--- src/rtl/sha2_pad_ctrl_pkg.sv ---
// rtl/sha2_pad_ctrl_pkg.sv - shared types and constants for the SHA-2 padding sequencer
//
// Purpose: controller state encoding plus the constant words the datapath
//          selects when the controller raises pad_pkt / mgln_pkt.
// Ports:   none (package).
package sha2_pad_ctrl_pkg;

  typedef enum logic [2:0] {
    MSG  = 3'd0,
    PAD  = 3'd1,
    ZERO = 3'd2,
    LEN  = 3'd3,
    FULL = 3'd4
  } state_e;

  localparam logic [63:0] PAD_WORD      = 64'h8000_0000_0000_0000;
  localparam int          BITS_PER_WORD = 64;

endpackage

--- src/rtl/sha2_pad_ctrl_cntr.sv ---
// rtl/sha2_pad_ctrl_cntr.sv - word index counter mirroring the datapath index
//
// Purpose: counts stores into the block regfile, wrapping modulo 2**dec_w.
// Ports:   clk, rst_b (async active-low), i_c_up (count up), i_clr (clear,
//          dominant), o_cnt (current index).
module sha2_pad_ctrl_cntr #(
  parameter int dec_w = 3
) (
  input  logic             clk,
  input  logic             rst_b,
  input  logic             i_c_up,
  input  logic             i_clr,
  output logic [dec_w-1:0] o_cnt
);

  logic [dec_w-1:0] r_cnt;

  always_ff @(posedge clk or negedge rst_b) begin
    if (!rst_b) begin
      r_cnt <= '0;
    end else if (i_clr) begin
      r_cnt <= '0;
    end else if (i_c_up) begin
      r_cnt <= r_cnt + 1'b1;  // natural wrap at 2**dec_w
    end
  end

  assign o_cnt = r_cnt;

endmodule

--- src/rtl/sha2_pad_ctrl.sv ---
// rtl/sha2_pad_ctrl.sv - sequencer filling, padding and length-terminating SHA-2 blocks
//
// Purpose: accepts 64-bit message words, drives the datapath store/select
//          strobes so each 512-bit block is completed, and hands finished
//          blocks to the compression stage with a valid/ack handshake.
// Ports:   clk, rst_b (async active-low)
//          pkt_valid/pkt_last/pkt_ready - message word stream
//          abort                        - discard current message
//          blk_valid/blk_last/blk_ack   - block handshake, msg_done pulse
//          st_pkt/clr/pad_pkt/zero_pkt/mgln_pkt - datapath strobes
//          idx                          - word index (mirror of datapath)
module sha2_pad_ctrl
  import sha2_pad_ctrl_pkg::*;
#(
  parameter int reg_cnt = 8,
  parameter int dec_w   = 3
) (
  input  logic             clk,
  input  logic             rst_b,
  input  logic             pkt_valid,
  input  logic             pkt_last,
  output logic             pkt_ready,
  input  logic             abort,
  input  logic             blk_ack,
  output logic             blk_valid,
  output logic             blk_last,
  output logic             msg_done,
  output logic             st_pkt,
  output logic             clr,
  output logic             pad_pkt,
  output logic             zero_pkt,
  output logic             mgln_pkt,
  output logic [dec_w-1:0] idx
);

  localparam logic [dec_w-1:0] LAST_IDX   = dec_w'(reg_cnt - 1);
  localparam logic [dec_w-1:0] PENULT_IDX = dec_w'(reg_cnt - 2);

  state_e r_state, w_nxt_state;
  state_e r_ret,   w_nxt_ret;     // state to resume after a non-final block is acked
  logic   r_fin,   w_nxt_fin;     // pending block carries the length word

  always_ff @(posedge clk or negedge rst_b) begin
    if (!rst_b) begin
      r_state <= MSG;
      r_ret   <= MSG;
      r_fin   <= 1'b0;
    end else begin
      r_state <= w_nxt_state;
      r_ret   <= w_nxt_ret;
      r_fin   <= w_nxt_fin;
    end
  end

  always_comb begin
    w_nxt_state = r_state;
    w_nxt_ret   = r_ret;
    w_nxt_fin   = r_fin;
    pkt_ready   = 1'b0;
    st_pkt      = 1'b0;
    clr         = 1'b0;
    pad_pkt     = 1'b0;
    zero_pkt    = 1'b0;
    mgln_pkt    = 1'b0;
    blk_valid   = 1'b0;
    blk_last    = 1'b0;
    msg_done    = 1'b0;

    if (abort) begin
      clr         = 1'b1;
      w_nxt_state = MSG;
      w_nxt_fin   = 1'b0;
    end else begin
      unique case (r_state)
        MSG: begin
          pkt_ready = 1'b1;
          st_pkt    = pkt_valid;
          if (pkt_valid) begin
            if (idx == LAST_IDX) begin
              // Block filled by data; padding (if any) starts the next block.
              w_nxt_state = FULL;
              w_nxt_ret   = pkt_last ? PAD : MSG;
            end else if (pkt_last) begin
              w_nxt_state = PAD;
            end
          end
        end
        PAD: begin
          st_pkt  = 1'b1;
          pad_pkt = 1'b1;
          if (idx == LAST_IDX) begin
            // No room left for the length word: it goes in an extra block.
            w_nxt_state = FULL;
            w_nxt_ret   = ZERO;
          end else if (idx == PENULT_IDX) begin
            w_nxt_state = LEN;
          end else begin
            w_nxt_state = ZERO;
          end
        end
        ZERO: begin
          st_pkt   = 1'b1;
          zero_pkt = 1'b1;
          if (idx == PENULT_IDX) begin
            w_nxt_state = LEN;
          end
        end
        LEN: begin
          st_pkt      = 1'b1;
          mgln_pkt    = 1'b1;
          w_nxt_state = FULL;
          w_nxt_fin   = 1'b1;
        end
        FULL: begin
          blk_valid = 1'b1;
          blk_last  = r_fin;
          if (blk_ack) begin
            if (r_fin) begin
              clr         = 1'b1;
              msg_done    = 1'b1;
              w_nxt_fin   = 1'b0;
              w_nxt_state = MSG;
            end else begin
              w_nxt_state = r_ret;
            end
          end
        end
        default: begin
          w_nxt_state = MSG;
        end
      endcase
    end
  end

  sha2_pad_ctrl_cntr #(
    .dec_w (dec_w)
  ) u_idx (
    .clk    (clk),
    .rst_b  (rst_b),
    .i_c_up (st_pkt),
    .i_clr  (clr),
    .o_cnt  (idx)
  );

endmodule

--- config.mk ---
export PLATFORM = sky130hd
export DESIGN_NAME = sha2_pad_ctrl
export DESIGN_NICKNAME = d
export VERILOG_FILES = /design/src/rtl/sha2_pad_ctrl_pkg.sv /design/src/rtl/sha2_pad_ctrl_cntr.sv /design/src/rtl/sha2_pad_ctrl.sv
export SDC_FILE = /design/constraint.sdc
export NUM_CORES = 1
export LEC_CHECK = 0
export CORE_MARGIN = 2
export CORE_UTILIZATION = 35
export CTS_BUF_LIST = sky130_fd_sc_hd__clkbuf_8 sky130_fd_sc_hd__clkbuf_16
export CTS_CLUSTER_SIZE = 20
export DETAILED_ROUTE_END_ITERATION = 10
export HOLD_SLACK_MARGIN = 0.05
export PLACE_DENSITY_LB_ADDON = 0.1
export SLEW_MARGIN = 20
export SYNTH_ARGS = -nofsm -noshare
export SYNTH_HDL_FRONTEND = slang
export SYNTH_SLANG_ARGS = --single-unit
--- constraint.sdc ---
create_clock -name clk -period 2.35 [get_ports clk]
set_clock_uncertainty 0.15 [all_clocks]
set_input_delay 0.705 -clock clk [delete_from_list [all_inputs] [get_ports clk]]
set_output_delay 0.705 -clock clk [all_outputs]
set_load 0.05 [all_outputs]
==> impl_metrics.sql, run 1 <==
INSERT INTO impl_metrics (metric_group, metric, value, unit) VALUES
('clocking', 'cts_root_buffer', 'sky130_fd_sc_hd__clkbuf_8', ''),
('worst_hold_path', 'start_point_of_the_worst_hold_path', 'r_ret[1]', ''),
('timing', 'slew-limit-headroom', '68.7', '%'),
('clocking', 'cts_sinks', '9', ''),
('setup_path', 'endpoint_arrival_time_on_the_critical_path', '1490', 'ps'),
('timing', 'maxClockFrequency', '0.426', 'GHz'),
('timing', 'final-hold-violation-count', '0', ''),
('yosys', 'syn_avg_cell_area', '9.33', 'um2'),
('final_layout', 'num-nets-final', '115', ''),
('floorplanning', 'die_height', '46.6', 'um'),
('timing', 'fin_hold_ws', '359', 'ps'),
('global_route', 'grt_max_degree', '17', ''),
('timing', 'timing.final.setup_violations', '0', ''),
('timing', 'timing_worst_slew_pin_value', '468', 'ps'),
('yosys', 'synth_flop_cell', 'sky130_fd_sc_hd__dfrtp_1', ''),
('placed_design', 'dpl.hpwl', '1240', 'um'),
('worst_hold_path', 'worstHoldPathType', 'flip-flop to flip-flop', ''),
('yosys', 'ys_types', '32', ''),
('floorplanning', 'floorplan.io_pins', '18', ''),
('yosys', 'synth_top_cells_by_count', 'sky130_fd_sc_hd__dfrtp_1, sky130_fd_sc_hd__o21ai_0, sky130_fd_sc_hd__a21oi_1, sky130_fd_sc_hd__nor2_1', ''),
('floorplanning', 'floorplan.rows', '15', ''),
('run_status', 'status', 'finished, final reports clean', ''),
('final_layout', 'area.growth.synth_to_final', '84.6', '%'),
('yosys', 'warning_count_from_the_yosys_run', '0', ''),
('placed_design', 'dpl.cell_count', '119', ''),
('power', 'total_power', '0.000633', 'W'),
('route', 'ant_nets', '0', ''),
('route', 'vias_per_cell', '5.16', ''),
('clocking', 'cts_tree', 'done', ''),
('setup_path', 'endpoint_kind', 'output pin', ''),
('yosys', 'synth_top_area_share', '35.5', '%'),
('final_layout', 'finish.cell_count_without_fillers', '130', ''),
('yosys', 'ys_async_sr_fraction', '100', '%'),
('timing', 'unrepaired_setup_endpoints_after_global_routing', 'yes', ''),
('setup_path', 'capture_point_of_the_worst_reg_to_reg_path', 'r_ret[1]', ''),
('final_layout', 'share_of_final_layout_standard_cells_stronger_than_drive_strength_1', '48.6', '%'),
('route', 'detail_route.iter0.violations', '6', ''),
('timing', 'finalMaxSlewViolations', '0', ''),
('clocking', 'clkLatencyLatePin', '240', 'ps'),
('yosys', 'synth-seq-cells', '9', ''),
('floorplanning', 'floorplan.initialDensity', '37.1', '%'),
('worst_hold_path', 'hold_path_end', 'r_ret[1]', ''),
('route', 'totalWireLength', '1830', 'um'),
('route', 'detail_route.wl_per_cell', '14.1', 'um'),
('setup_path', 'regToRegStartpoint', 'u_idx.o_cnt[0]', ''),
('floorplanning', 'fp.dieArea', '0.00217', 'mm2'),
('power', 'ir_worst_vdd', '509', 'uV'),
('setup_path', 'crit_required', '1490', 'ps'),
('global_route', 'grt_first_pass_wirelength', '2800', 'um'),
('timing', 'tns', '0', 'ps'),
('setup_path', 'worstSetupStartpointType', 'primary input', ''),
('route', 'remaining_routing_drc_violations', '0', ''),
('setup_path', 'ff2ff_path_depth', '6', ''),
('route', 'drt_first_pass_iters', '4', ''),
('placed_design', 'gpl.final_weighted_congestion', '0.766', ''),
('yosys', 'syn_area', '634', 'um2'),
('global_route', 'number_of_global_route_vias_before_repair', '623', ''),
('global_route', 'globalRouteTotalUtil', '18.4', '%'),
('route', 'via_count', '671', ''),
('job', 'drv_cap', '0', ''),
('placed_design', 'port-buffer-count', '17', ''),
('global_route', 'globalRouteOverflowTotal', '0', ''),
('setup_path', 'reg2reg_slack', '490', 'ps'),
('worst_hold_path', 'min_delay_path_depth', '1', ''),
('global_route', 'initial_antenna_violation_count', '0', ''),
('yosys', 'synth.top_cells.by_area', 'sky130_fd_sc_hd__dfrtp_1, sky130_fd_sc_hd__ha_1, sky130_fd_sc_hd__o21ai_0', ''),
('setup_path', 'critPathMaxFanout', '8', ''),
('floorplanning', 'coreArea', '0.00171', 'mm2'),
('power', 'total_leakage_power', '0.534', 'nW'),
('final_layout', 'antenna_cells', '0', ''),
('yosys', 'syn_inst', '68', '');
==> flip-flops by register name, summed over array words and instances, names as in the netlist <==
| register | count |
|---|---|
| r_fin | 1 |
| r_ret | 2 |
| r_state | 3 |
| u_idx.o_cnt | 3 |
==> logic make-up (layout without fill, tap and decap cells) <==
logic type,after synthesis,count (layout),share of synthesized area [%]
adders and majority gates,3,3,5.92
AOI/OAI and AO/OA,18,18,19.5
DFF,9,9,35.5
and+or+nand+nor,29,29,29.2
buffers and inverters,7,44,6.31
muxes,2,2,3.55
==> repair_timing <==
action	CTS	global route
gates cloned	0	0
endpoints found under the setup margin	9	8
hold buffers	0	0
pin swaps	2	3
resized for setup	10	4
setup buffers	2	6
==> layout make-up <==
type | count | area [um2] | area share, %
clock buffer | 3 | 41.3 | 3.53
clock inverter | 1 | 3.75 | 0.321
inverter | 2 | 7.51 | 0.641
multi-input combinational | 52 | 432 | 36.9
sequential | 9 | 230 | 19.7
tap | 25 | 31.3 | 2.67
timing repair buffer | 38 | 425 | 36.3
==> metrics by stage <==
stage | setup WS [ps] | instance area, um2
2_1_floorplan | -444 | 692
3_3_place_gp | -427 | 1030
3_5_place_dp | -452 | 1030
4_1_cts | -125 | 1110
5_1_grt | -44.2 | 1170
6_report | 3.23 | 1170
==> layout by cell type, fill, tap and decap left out, types with 2 or more instances in the layout <==
| cell | count |
|---|---|
| sky130_fd_sc_hd__clkbuf_8 | 3 |
| sky130_fd_sc_hd__or3_1 | 2 |
| sky130_fd_sc_hd__nor2b_1 | 2 |
| sky130_fd_sc_hd__o21ai_0 | 6 |
| sky130_fd_sc_hd__nand3_1 | 2 |
| sky130_fd_sc_hd__a21oi_1 | 5 |
| sky130_fd_sc_hd__nor4b_4 | 2 |
| sky130_fd_sc_hd__buf_12 | 10 |
| sky130_fd_sc_hd__ha_1 | 3 |
| sky130_fd_sc_hd__nand2_1 | 3 |
| sky130_fd_sc_hd__mux2_2 | 2 |
| sky130_fd_sc_hd__dfrtp_1 | 7 |
| sky130_fd_sc_hd__a211oi_1 | 2 |
| sky130_fd_sc_hd__buf_4 | 23 |
| sky130_fd_sc_hd__nor2_1 | 3 |
| sky130_fd_sc_hd__and3_1 | 2 |
| sky130_fd_sc_hd__clkdlybuf4s50_1 | 2 |
| sky130_fd_sc_hd__inv_1 | 3 |
==> per-layer routing <==
layer / track usage (%) / share of wire (%) / up-vias
met2: 27.8 / 48 / 13
met5: 0 / 0 / -
li1: - / - / 330
met1: 25.8 / 48 / 324
met3: 3.53 / 2.1 / 4
met4: 6.86 / 1.1 / 0
==> worst max-delay path, cell delays in order <==
cell	delay [ps]
sky130_fd_sc_hd__buf_6	120
sky130_fd_sc_hd__nor4b_4	280
sky130_fd_sc_hd__and3_4	250
sky130_fd_sc_hd__buf_12	130
==> worst max-delay path by stage <==
stage | endpoint | cells past startpoint | slack, ps | startpoint
floorplan | msg_done | 3 | -440 | abort
global placement | msg_done | 5 | -430 | abort
detailed placement | msg_done | 5 | -450 | abort
CTS | msg_done | 5 | -130 | abort
global route | msg_done | 3 | -40 | r_state[1]
finish | msg_done | 4 | 3 | abort
==> power by group <==
group	switching (W)	internal (W)	leakage, nW
sequential	0.0000219	0.000168	0.120
combinational	0.000128	0.000136	0.387
clock	0.0000650	0.000114	0.0269
total	0.000215	0.000417	0.534
Power figures use the tool's default switching activity.
==> run 2, diff against run 1 <==
REMOVE_ABC_BUFFERS = 1   (was unset)
==> run 2 against run 1 <==
Compared with the run above: power fell by 3.0%; hold slack got worse by 1.7 ps; sequential share of layout area down 0.17 points; non-clock buffer count rose by 2; wire length decreased by 2.8%; count of clock-buffer cells in the layout did not move; critical path depth rose by 1; cell area grew 0.32%; sequential cell count is the same; register-to-register slack improved by 90 ps; critical endpoint unchanged; largest cell class is now non-clock buffers.
==> impl_metrics.sql, run 2 (same netlist as run 1, synthesis figures left out) <==
INSERT INTO impl_metrics (metric_group, metric, value, unit) VALUES
('timing', 'final-hold-violation-count', '0', ''),
('clocking', 'register_clock_pin_slew_on_the_reported_worst_setup_and_hold_paths', '50', 'ps'),
('floorplanning', 'fp.dieArea', '0.00217', 'mm2'),
('placed_design', 'post-place-ws', '-456', 'ps'),
('global_route', 'grt_first_pass_wirelength', '2900', 'um'),
('floorplanning', 'coreArea', '0.00171', 'mm2'),
('final_layout', 'area.growth.synth_to_final', '85.2', '%'),
('power', 'power.switching_fraction', '33.6', '%'),
('setup_path', 'crit_required', '1490', 'ps'),
('clocking', 'cts_root_buffer', 'sky130_fd_sc_hd__clkbuf_8', ''),
('route', 'remaining_routing_drc_violations', '0', ''),
('clocking', 'cts_sinks', '9', ''),
('clocking', 'clkLatencyLatePin', '230', 'ps'),
('final_layout', 'fillCellCount', '129', ''),
('setup_path', 'endpoint_kind', 'output pin', ''),
('timing', 'unrepaired_setup_endpoints_after_global_routing', 'yes', ''),
('timing', 'period_share', '99.7', '%'),
('final_layout', 'sequential_cell_area', '229', 'um2'),
('worst_hold_path', 'worstHoldPathType', 'flip-flop to flip-flop', ''),
('setup_path', 'slowest_stage', 'sky130_fd_sc_hd__nor4b_4', ''),
('placed_design', 'gpl.final_weighted_congestion', '0.758', ''),
('timing', 'maxClockFrequency', '0.427', 'GHz'),
('final_layout', 'combined_area_of_the_multi_input_logic_cells', '427', 'um2'),
('setup_path', 'crit_path_cell_trace', 'buf_8 -> nor4b_4 -> buf_4 -> and3_4 -> buf_12', ''),
('floorplanning', 'floorplan.rows', '15', ''),
('final_layout', 'layout_commonest_cell', 'sky130_fd_sc_hd__buf_4', ''),
('power', 'ir_worst_vdd', '390', 'uV'),
('power', 'p_clk_share', '28.5', '%'),
('placed_design', 'dpl.hpwl', '1230', 'um'),
('route', 'via_count', '671', ''),
('final_layout', 'antenna_cells', '0', ''),
('run_status', 'status', 'finished, final reports clean', ''),
('timing', 'timing.final.setup_violations', '0', ''),
('floorplanning', 'floorplan.io_pins', '18', ''),
('job', 'drv_cap', '0', ''),
('route', 'totalWireLength', '1780', 'um'),
('clocking', 'clock_tree.htree_level_count', '1', ''),
('final_layout', 'num-nets-final', '117', ''),
('timing', 'timing_worst_slew_pin_value', '443', 'ps'),
('timing', 'final_period_minus_worst_setup_slack', '2340', 'ps'),
('clocking', 'clockBufferDepth', '2', ''),
('route', 'ant_nets', '0', ''),
('global_route', 'grt_max_degree', '15', ''),
('setup_path', 'setup.worst_path.class', 'primary input to output pin', ''),
('route', 'detail_route.wl_per_cell', '13.5', 'um'),
('setup_path', 'timing.critical_path.slowest_cell_delay', '190', 'ps'),
('worst_hold_path', 'min_delay_path_depth', '1', ''),
('clocking', 'cts_hold_buffers', '0', ''),
('placed_design', 'port-buffer-count', '17', ''),
('power', 'power_per_cell_area', '522', 'mW/mm2'),
('power', 'pwr-share-comb', '41.5', '%'),
('power', 'power.share.sequential', '30.0', '%'),
('timing', 'slew-limit-headroom', '70.4', '%'),
('clocking', 'cts_tree', 'done', ''),
('global_route', 'number_of_global_route_vias_before_repair', '645', ''),
('setup_path', 'critPathMaxFanout', '4', ''),
('power', 'p_sw', '0.000206', 'W'),
('setup_path', 'ff2ff_path_depth', '6', ''),
('route', 'detail_route.iter0.violations', '7', ''),
('setup_path', 'worstSetupStartpointType', 'primary input', ''),
('final_layout', 'share_of_final_layout_standard_cells_stronger_than_drive_strength_1', '50.5', '%'),
('power', 'total_leakage_power', '0.535', 'nW'),
('global_route', 'globalRouteOverflowTotal', '0', ''),
('global_route', 'globalRouteTotalUtil', '20.0', '%'),
('final_layout', 'mostFrequentLayoutCells', 'sky130_fd_sc_hd__buf_4, sky130_fd_sc_hd__buf_12, sky130_fd_sc_hd__o21ai_0, sky130_fd_sc_hd__dfrtp_1, sky130_fd_sc_hd__a21oi_1', ''),
('floorplanning', 'die_height', '46.6', 'um'),
('route', 'vias_per_cell', '5.08', ''),
('route', 'drt_first_pass_iters', '4', ''),
('timing', 'finalMaxSlewViolations', '0', ''),
('timing', 'post-route-worst-setup-slack', '7.48', 'ps'),
('power', 'intPower', '0.000407', 'W'),
('timing', 'tns', '0', 'ps'),
('global_route', 'initial_antenna_violation_count', '0', ''),
('setup_path', 'endpoint_arrival_time_on_the_critical_path', '1490', 'ps'),
('clocking', 'cts_buffers', '3', ''),
('floorplanning', 'floorplan.initialDensity', '37.1', '%'),
('floorplanning', 'floorplan.die.width', '46.6', 'um');
==> run 2: final timing paths <==
check,startpoint,slack [ps],end
worst min register to register,r_ret[1],360,r_ret[1]
worst max-delay path,abort,7,msg_done
worst min-delay path,r_ret[1],360,r_ret[1]
worst max register to register,u_idx.o_cnt[1],580,r_ret[0]
min in group asynchronous,rst_b,640,r_fin
max in group asynchronous,rst_b,1080,r_state[0]
==> run 2: layout make-up <==
class	count	area share (%)
Clock buffer	3	3.51
Clock inverter	1	0.319
Inverter	2	0.639
Multi-Input combinational cell	52	36.3
Sequential cell	9	19.5
Tap cell	25	2.66
Timing Repair Buffer	40	37.1
==> run 2: power groups by stage <==
stage / registers, W / logic (W) / clock network (W)
2_1_floorplan: 0.000200 / 0.0000902 / 0
3_3_place_gp: 0.000181 / 0.000222 / 0
3_5_place_dp: 0.000181 / 0.000225 / 0
4_1_cts: 0.000183 / 0.000244 / 0.000185
5_1_grt: 0.000185 / 0.000272 / 0.000194
6_report: 0.000184 / 0.000255 / 0.000175
==> run 2: metrics by stage <==
step / util (%) / total power [W] / instances / hold slack, ps / cell area, um2
floorplan: - / 0.000291 / 63 / 259 / 602
global placement: 59.3 / 0.000403 / 122 / 345 / 1010
detailed placement: 59.3 / 0.000406 / 122 / 349 / 1010
CTS: 66.7 / 0.000612 / 130 / 361 / 1140
global route: 68.8 / 0.000651 / 132 / 381 / 1170
finish: 68.8 / 0.000613 / 132 / 357 / 1170
==> run 2: worst max-delay path, delay by kind of cell <==
kind	cells	cell delay (ps)
simple gates	2	380
buf+inv	3	390
==> run 2: what timing repair did <==
action,4_1_cts,5_1_grt
setup buffers,4,2
setup endpoints to repair,9,6
gates resized for setup,18,5
pin swaps,5,1
==> run 2: metal layers <==
metal  global-route usage, %  part of all wire, %  vias to the layer above
met3                    3.92                  3.1                        2
met4                    12.0                  1.5                        0
met5                       0                    0                        -
met1                    25.4                   45                      321
met2                    31.1                   51                       13
li1                        -                    -                      335
==> RTL edit 1, RTL diff (flow settings as in run 1) <==
Reset style: synchronous (`rst_b`), changed in 2 clocked blocks. Comments in the files are not updated.
--- a/src/rtl/sha2_pad_ctrl_cntr.sv
+++ b/src/rtl/sha2_pad_ctrl_cntr.sv
@@ -16,5 +16,5 @@
   logic [dec_w-1:0] r_cnt;
 
-  always_ff @(posedge clk or negedge rst_b) begin
+  always_ff @(posedge clk) begin
     if (!rst_b) begin
       r_cnt <= '0;
--- a/src/rtl/sha2_pad_ctrl.sv
+++ b/src/rtl/sha2_pad_ctrl.sv
@@ -41,5 +41,5 @@
   logic   r_fin,   w_nxt_fin;     // pending block carries the length word
 
-  always_ff @(posedge clk or negedge rst_b) begin
+  always_ff @(posedge clk) begin
     if (!rst_b) begin
       r_state <= MSG;
Behaviour: differs if rst_b is asserted again (counterexample within 4 cycles, from zero or initial values and one cycle with rst_b low); with rst_b held inactive, the same outputs for 10 cycles.
==> RTL edit 1 against run 1 <==
Design area down 10%. Sequential cell count unchanged. Wire length down 12%. Non-clock buffer count down 11. Count of clock-buffer cells in the layout unchanged. Area after synthesis down 5.3%. Synthesized cell count up 12%. Setup slack better by 46 ps. Critical path type is now reg -> out. Largest cell class unchanged. Highest routed layer unchanged.
Power is not compared: it rests on default switching activity, and its combinational part moved more than twofold at a synthesized area within 25%.
==> RTL edit 1: results (changes against run 1) <==
metric,value,unit,change
status,"finished, final reports clean",,
synth-adder-area-share,6.250,%,+0.33 points
dpl.hpwl,1.222,mm,-1.7%
final_layout_size_suffix_gt1_share,40.78,%,-7.8 points
route.met2.wl,803,um,-9.7%
min_to,r_ret[1],,
final.fill_count,126,,+1.6%
dr_total_vias,646,,-3.7%
final_cells,119,,-8.5%
reg2reg_depth,5,,-1
grt_max_degree,13,,-4
synth_compound_area_share,16.04,%,-3.5 points
ys_top_cells_by_count,"nor2_1 (10), dfxtp_1 (9), nand2_1 (5), nor2b_1 (5)",,
grt_usage,19.23,%,+0.80 points
drt-met1-wl,643,um,-27%
synthTopCellsByArea,"dfxtp_1 (30%), ha_1 (6.3%), nor2_1 (6.3%)",,
r2r_end,r_ret[0],,
drt_first_pass_iters,4,,unchanged
ctsResizeCount,13,,+3
port_buffers,17,,unchanged
yosys_warnings,0,,unchanged
wl_met3,115,um,+190%
cts_setup_buffers,0,,-2
syn_avg_cell_area,7.902,um^2,-15%
synth-xor-area-share,1.458,%,+1.5 points
crit_arrival,1450,ps,-40 ps
cp_max_fo,9,,+1
finalWeightedCongestion,0.8902,,+16%
synthFlopType,dfxtp_1,,
synthMuxAreaShare,3.333,%,-0.22 points
syn-num-nets,85,,+10%
hp-start,r_ret[1],,
drt_iter0_markers,11,,+5
endpoint,blk_last,,
routed_wl,1.616,mm,-12%
async_flop_share,0,%,-100 points
worstMarginPinSlew,377.6,ps,-90.15 ps
r2r_slack,690,ps,+200 ps
hold_depth,2,,+1
yosysSeqAreaShare,30.00,%,-5.5 points
hp-class,reg -> reg,,
whs,369.6,ps,+10.93 ps
synthDistinctLibCells,30,,-6.3%
r2r_start,r_state[0],,
==> RTL edit 1: cell type report <==
cell class / instances / area, um^2 / area share (%)
Timing Repair Buffer: 27 / 321.6 / 30.52
Tap cell: 16 / 20.02 / 1.900
Multi-Input combinational cell: 61 / 476.7 / 45.25
Inverter: 2 / 7.507 / 0.7126
Sequential cell: 9 / 181.4 / 17.22
Clock buffer: 3 / 41.29 / 3.919
Clock inverter: 1 / 5.005 / 0.4751
==> RTL edit 1: critical path: stages (launching register included) <==
cell	delay, ps
dfxtp_2	360
nor2_1	270
nand2_2	160
nor2_2	120
and2_2	170
buf_12	130
==> RTL edit 1: logic make-up (layout without fill, tap and decap cells) <==
kind of cell	after synthesis	count (layout)
flops	9	9
fa+ha+maj	3	3
simple gates	40	40
mux	2	2
xor+xnor	1	1
buf+inv	6	33
compound gates	15	15
==> RTL edit 1: routing by layer <==
layer,global-route usage (%),vias to the layer above
met4,11.18,0
met3,6.349,6
li1,-,322
met2,29.30,27
met5,0,-
met1,23.46,291
==> RTL edit 2, RTL diff (settings of run 1) <==
Made on the original files. `dec_w` is set to 3 in 2 places; all go to 6.
--- a/src/rtl/sha2_pad_ctrl_cntr.sv
+++ b/src/rtl/sha2_pad_ctrl_cntr.sv
@@ -5,5 +5,5 @@
 //          dominant), o_cnt (current index).
 module sha2_pad_ctrl_cntr #(
-  parameter int dec_w = 3
+  parameter int dec_w = 6
 ) (
   input  logic             clk,
--- a/src/rtl/sha2_pad_ctrl.sv
+++ b/src/rtl/sha2_pad_ctrl.sv
@@ -14,5 +14,5 @@
 #(
   parameter int reg_cnt = 8,
-  parameter int dec_w   = 3
+  parameter int dec_w   = 6
 ) (
   input  logic             clk,
Interface: changed (resized idx); port bits go from 18 to 21. The function was not compared with the original's and may differ.
==> RTL edit 2 against run 1 <==
Sequential power is 20% higher. Final cell count is 21% higher. Setup slack better by 37 ps. Wire length is 19% higher. Area after synthesis is 24% higher. Power is 5.6% higher. Highest routed layer unchanged. Design area is 16% higher. Sequential cell count is 3 higher. Largest cell class unchanged.
==> RTL edit 2: results (changes against run 1) <==
metric,value,unit,change
grt_max_degree,13,,-4
finalWeightedCongestion,0.8617,,+12%
dpl.hpwl,1.685,mm,+36%
syn-num-nets,99,,+29%
reg2reg_depth,4,,-2
synthMuxAreaShare,3.185,%,-0.37 points
status,"finished, final reports clean",,
cts_root_buf,clkbuf_8,,
met2_usage,30.77,%,+3.0 points
grt_use_met1,24.64,%,-1.1 points
cp_max_fo,4,,-4
placedCellCount,151,,+27%
final_layout_size_suffix_gt1_share,45.74,%,-2.8 points
power.leakage,0.6131,nW,+15%
r2r_slack,450,ps,-40 ps
yosys_warnings,0,,unchanged
grt_pass1_wl,3.746,mm,+34%
synthTopCellsByArea,"dfrtp_1 (38%), nand2_1 (4.8%), nor2_1 (4.8%)",,
drt_iter0_markers,23,,+17
synth-adder-area-share,3.185,%,-2.7 points
n_antenna_cell,0,,unchanged
drt_first_pass_iters,4,,unchanged
final_cells,157,,+21%
yosysSeqAreaShare,38.22,%,+2.7 points
clk_pin_slew_worst_paths,60,ps,+20 ps
synthFlopType,dfrtp_1,,
first_global_vias,828,,+33%
hold_depth,1,,unchanged
hp-class,reg -> reg,,
critPathMaxStageDelay,300,ps,+20 ps
vdd_drop_max,0.3846,mV,-24%
synth_compound_area_share,13.06,%,-6.5 points
r2r_start,u_idx.o_cnt[3],,
viasPerCell,5.127,,-0.66%
clk_latency,250,ps,
largest_register_ffs,6,,
syn_avg_cell_area,8.635,um^2,-7.4%
nets,138,,+20%
synthDistinctLibCells,34,,+6.3%
numCtsBuffers,3,,unchanged
ys_top_cells_by_count,"dfrtp_1 (12), nand2_1 (10), nor2_1 (10)",,
gr-usage-met3,6.433,%,+2.9 points
port_buffers,20,,+3
grt_usage,19.41,%,+0.98 points
routed_wl,2.182,mm,+19%
crit_family,buffers and inverters,,
synth-xor-area-share,4.459,%,+4.5 points
slowest_stage,nor4_4,,
worstMarginPinSlew,588.0,ps,+120.3 ps
## RTL edit 2: cell types whose count changed in the layout (fill, tap and decap cells not counted), sizes merged, moves of 2 or more
cell and change:
nand2 +8, nor2 +6, nor3 +4, dfrtp +3
a211oi -2, nand2b +2, xnor2 +2, xor2 +2
## RTL edit 2: logic make-up after synthesis
logic type,after synthesis
XOR/XNOR,4
flip-flops,12
multiplexers,2
AND/OR/NAND/NOR,47
adder cells (fa/ha/maj),2
AO/OA/AOI/OAI,16
buffers and inverters,8
## RTL edit 2: per-layer routing
| layer | part of all wire (%) | routed length [um] |
|---|---|---|
| met5 | 0 | 0 |
| met1 | 47 | 1022 |
| met4 | 1.4 | 30 |
| met3 | 3.3 | 73 |
| met2 | 48 | 1055 |
## RTL edit 2: final cells by class
type	count	area, um^2
Sequential cell	12	301.5
Timing Repair Buffer	38	415.4
Tap cell	28	35.03
Inverter	4	15.01
Clock buffer	4	55.05
Multi-Input combinational cell	71	535.5
Fill cell	204	812.0
## RTL edit 2: repair_timing
item                                    CTS  global route
buffers inserted                          0             2
endpoints found under the setup margin    9             4
gates resized for setup                  15             3
pin swaps                                 4             1
hold buffers                              0             0
## RTL edit 2: worst max path at each step
stage	startpoint	end	slack (ps)	cells past startpoint
2_1_floorplan	abort	pkt_ready	-20	2
3_3_place_gp	abort	pkt_ready	-340	4
3_5_place_dp	abort	pkt_ready	-380	4
4_1_cts	r_state[1]	msg_done	20	5
5_1_grt	r_state[0]	clr	2	4
6_report	abort	pkt_ready	40	4
## RTL edit 2: worst reg2reg max path, cell delays in order, from the launching register on
cell and delay [ps]:
dfrtp_1 450, nor4b_4 380, nand2_2 120, or3_4 390, mux2_4 300
## RTL edit 2: power breakdown
group | switching, mW | internal, mW | leakage, nW
Clock | 0.0824 | 0.148 | 0.0288
Combinational | 0.115 | 0.0964 | 0.424
Sequential | 0.0106 | 0.215 | 0.161
## RTL edit 2: per-stage QoR
| stage | cell area (um^2) | util, % | worst slack [ps] | hold WS [ps] |
|---|---|---|---|---|
| 2_1_floorplan | 854.6 | - | -22.83 | 259.4 |
| 3_3_place_gp | 1271 | 58.59 | -344.0 | 355.1 |
| 3_5_place_dp | 1271 | 58.59 | -375.5 | 378.6 |
| 4_1_cts | 1334 | 61.48 | 16.51 | 393.8 |
| 5_1_grt | 1358 | 62.57 | 2.321 | 406.0 |
| 6_report | 1358 | 62.57 | 40.61 | 391.5 |
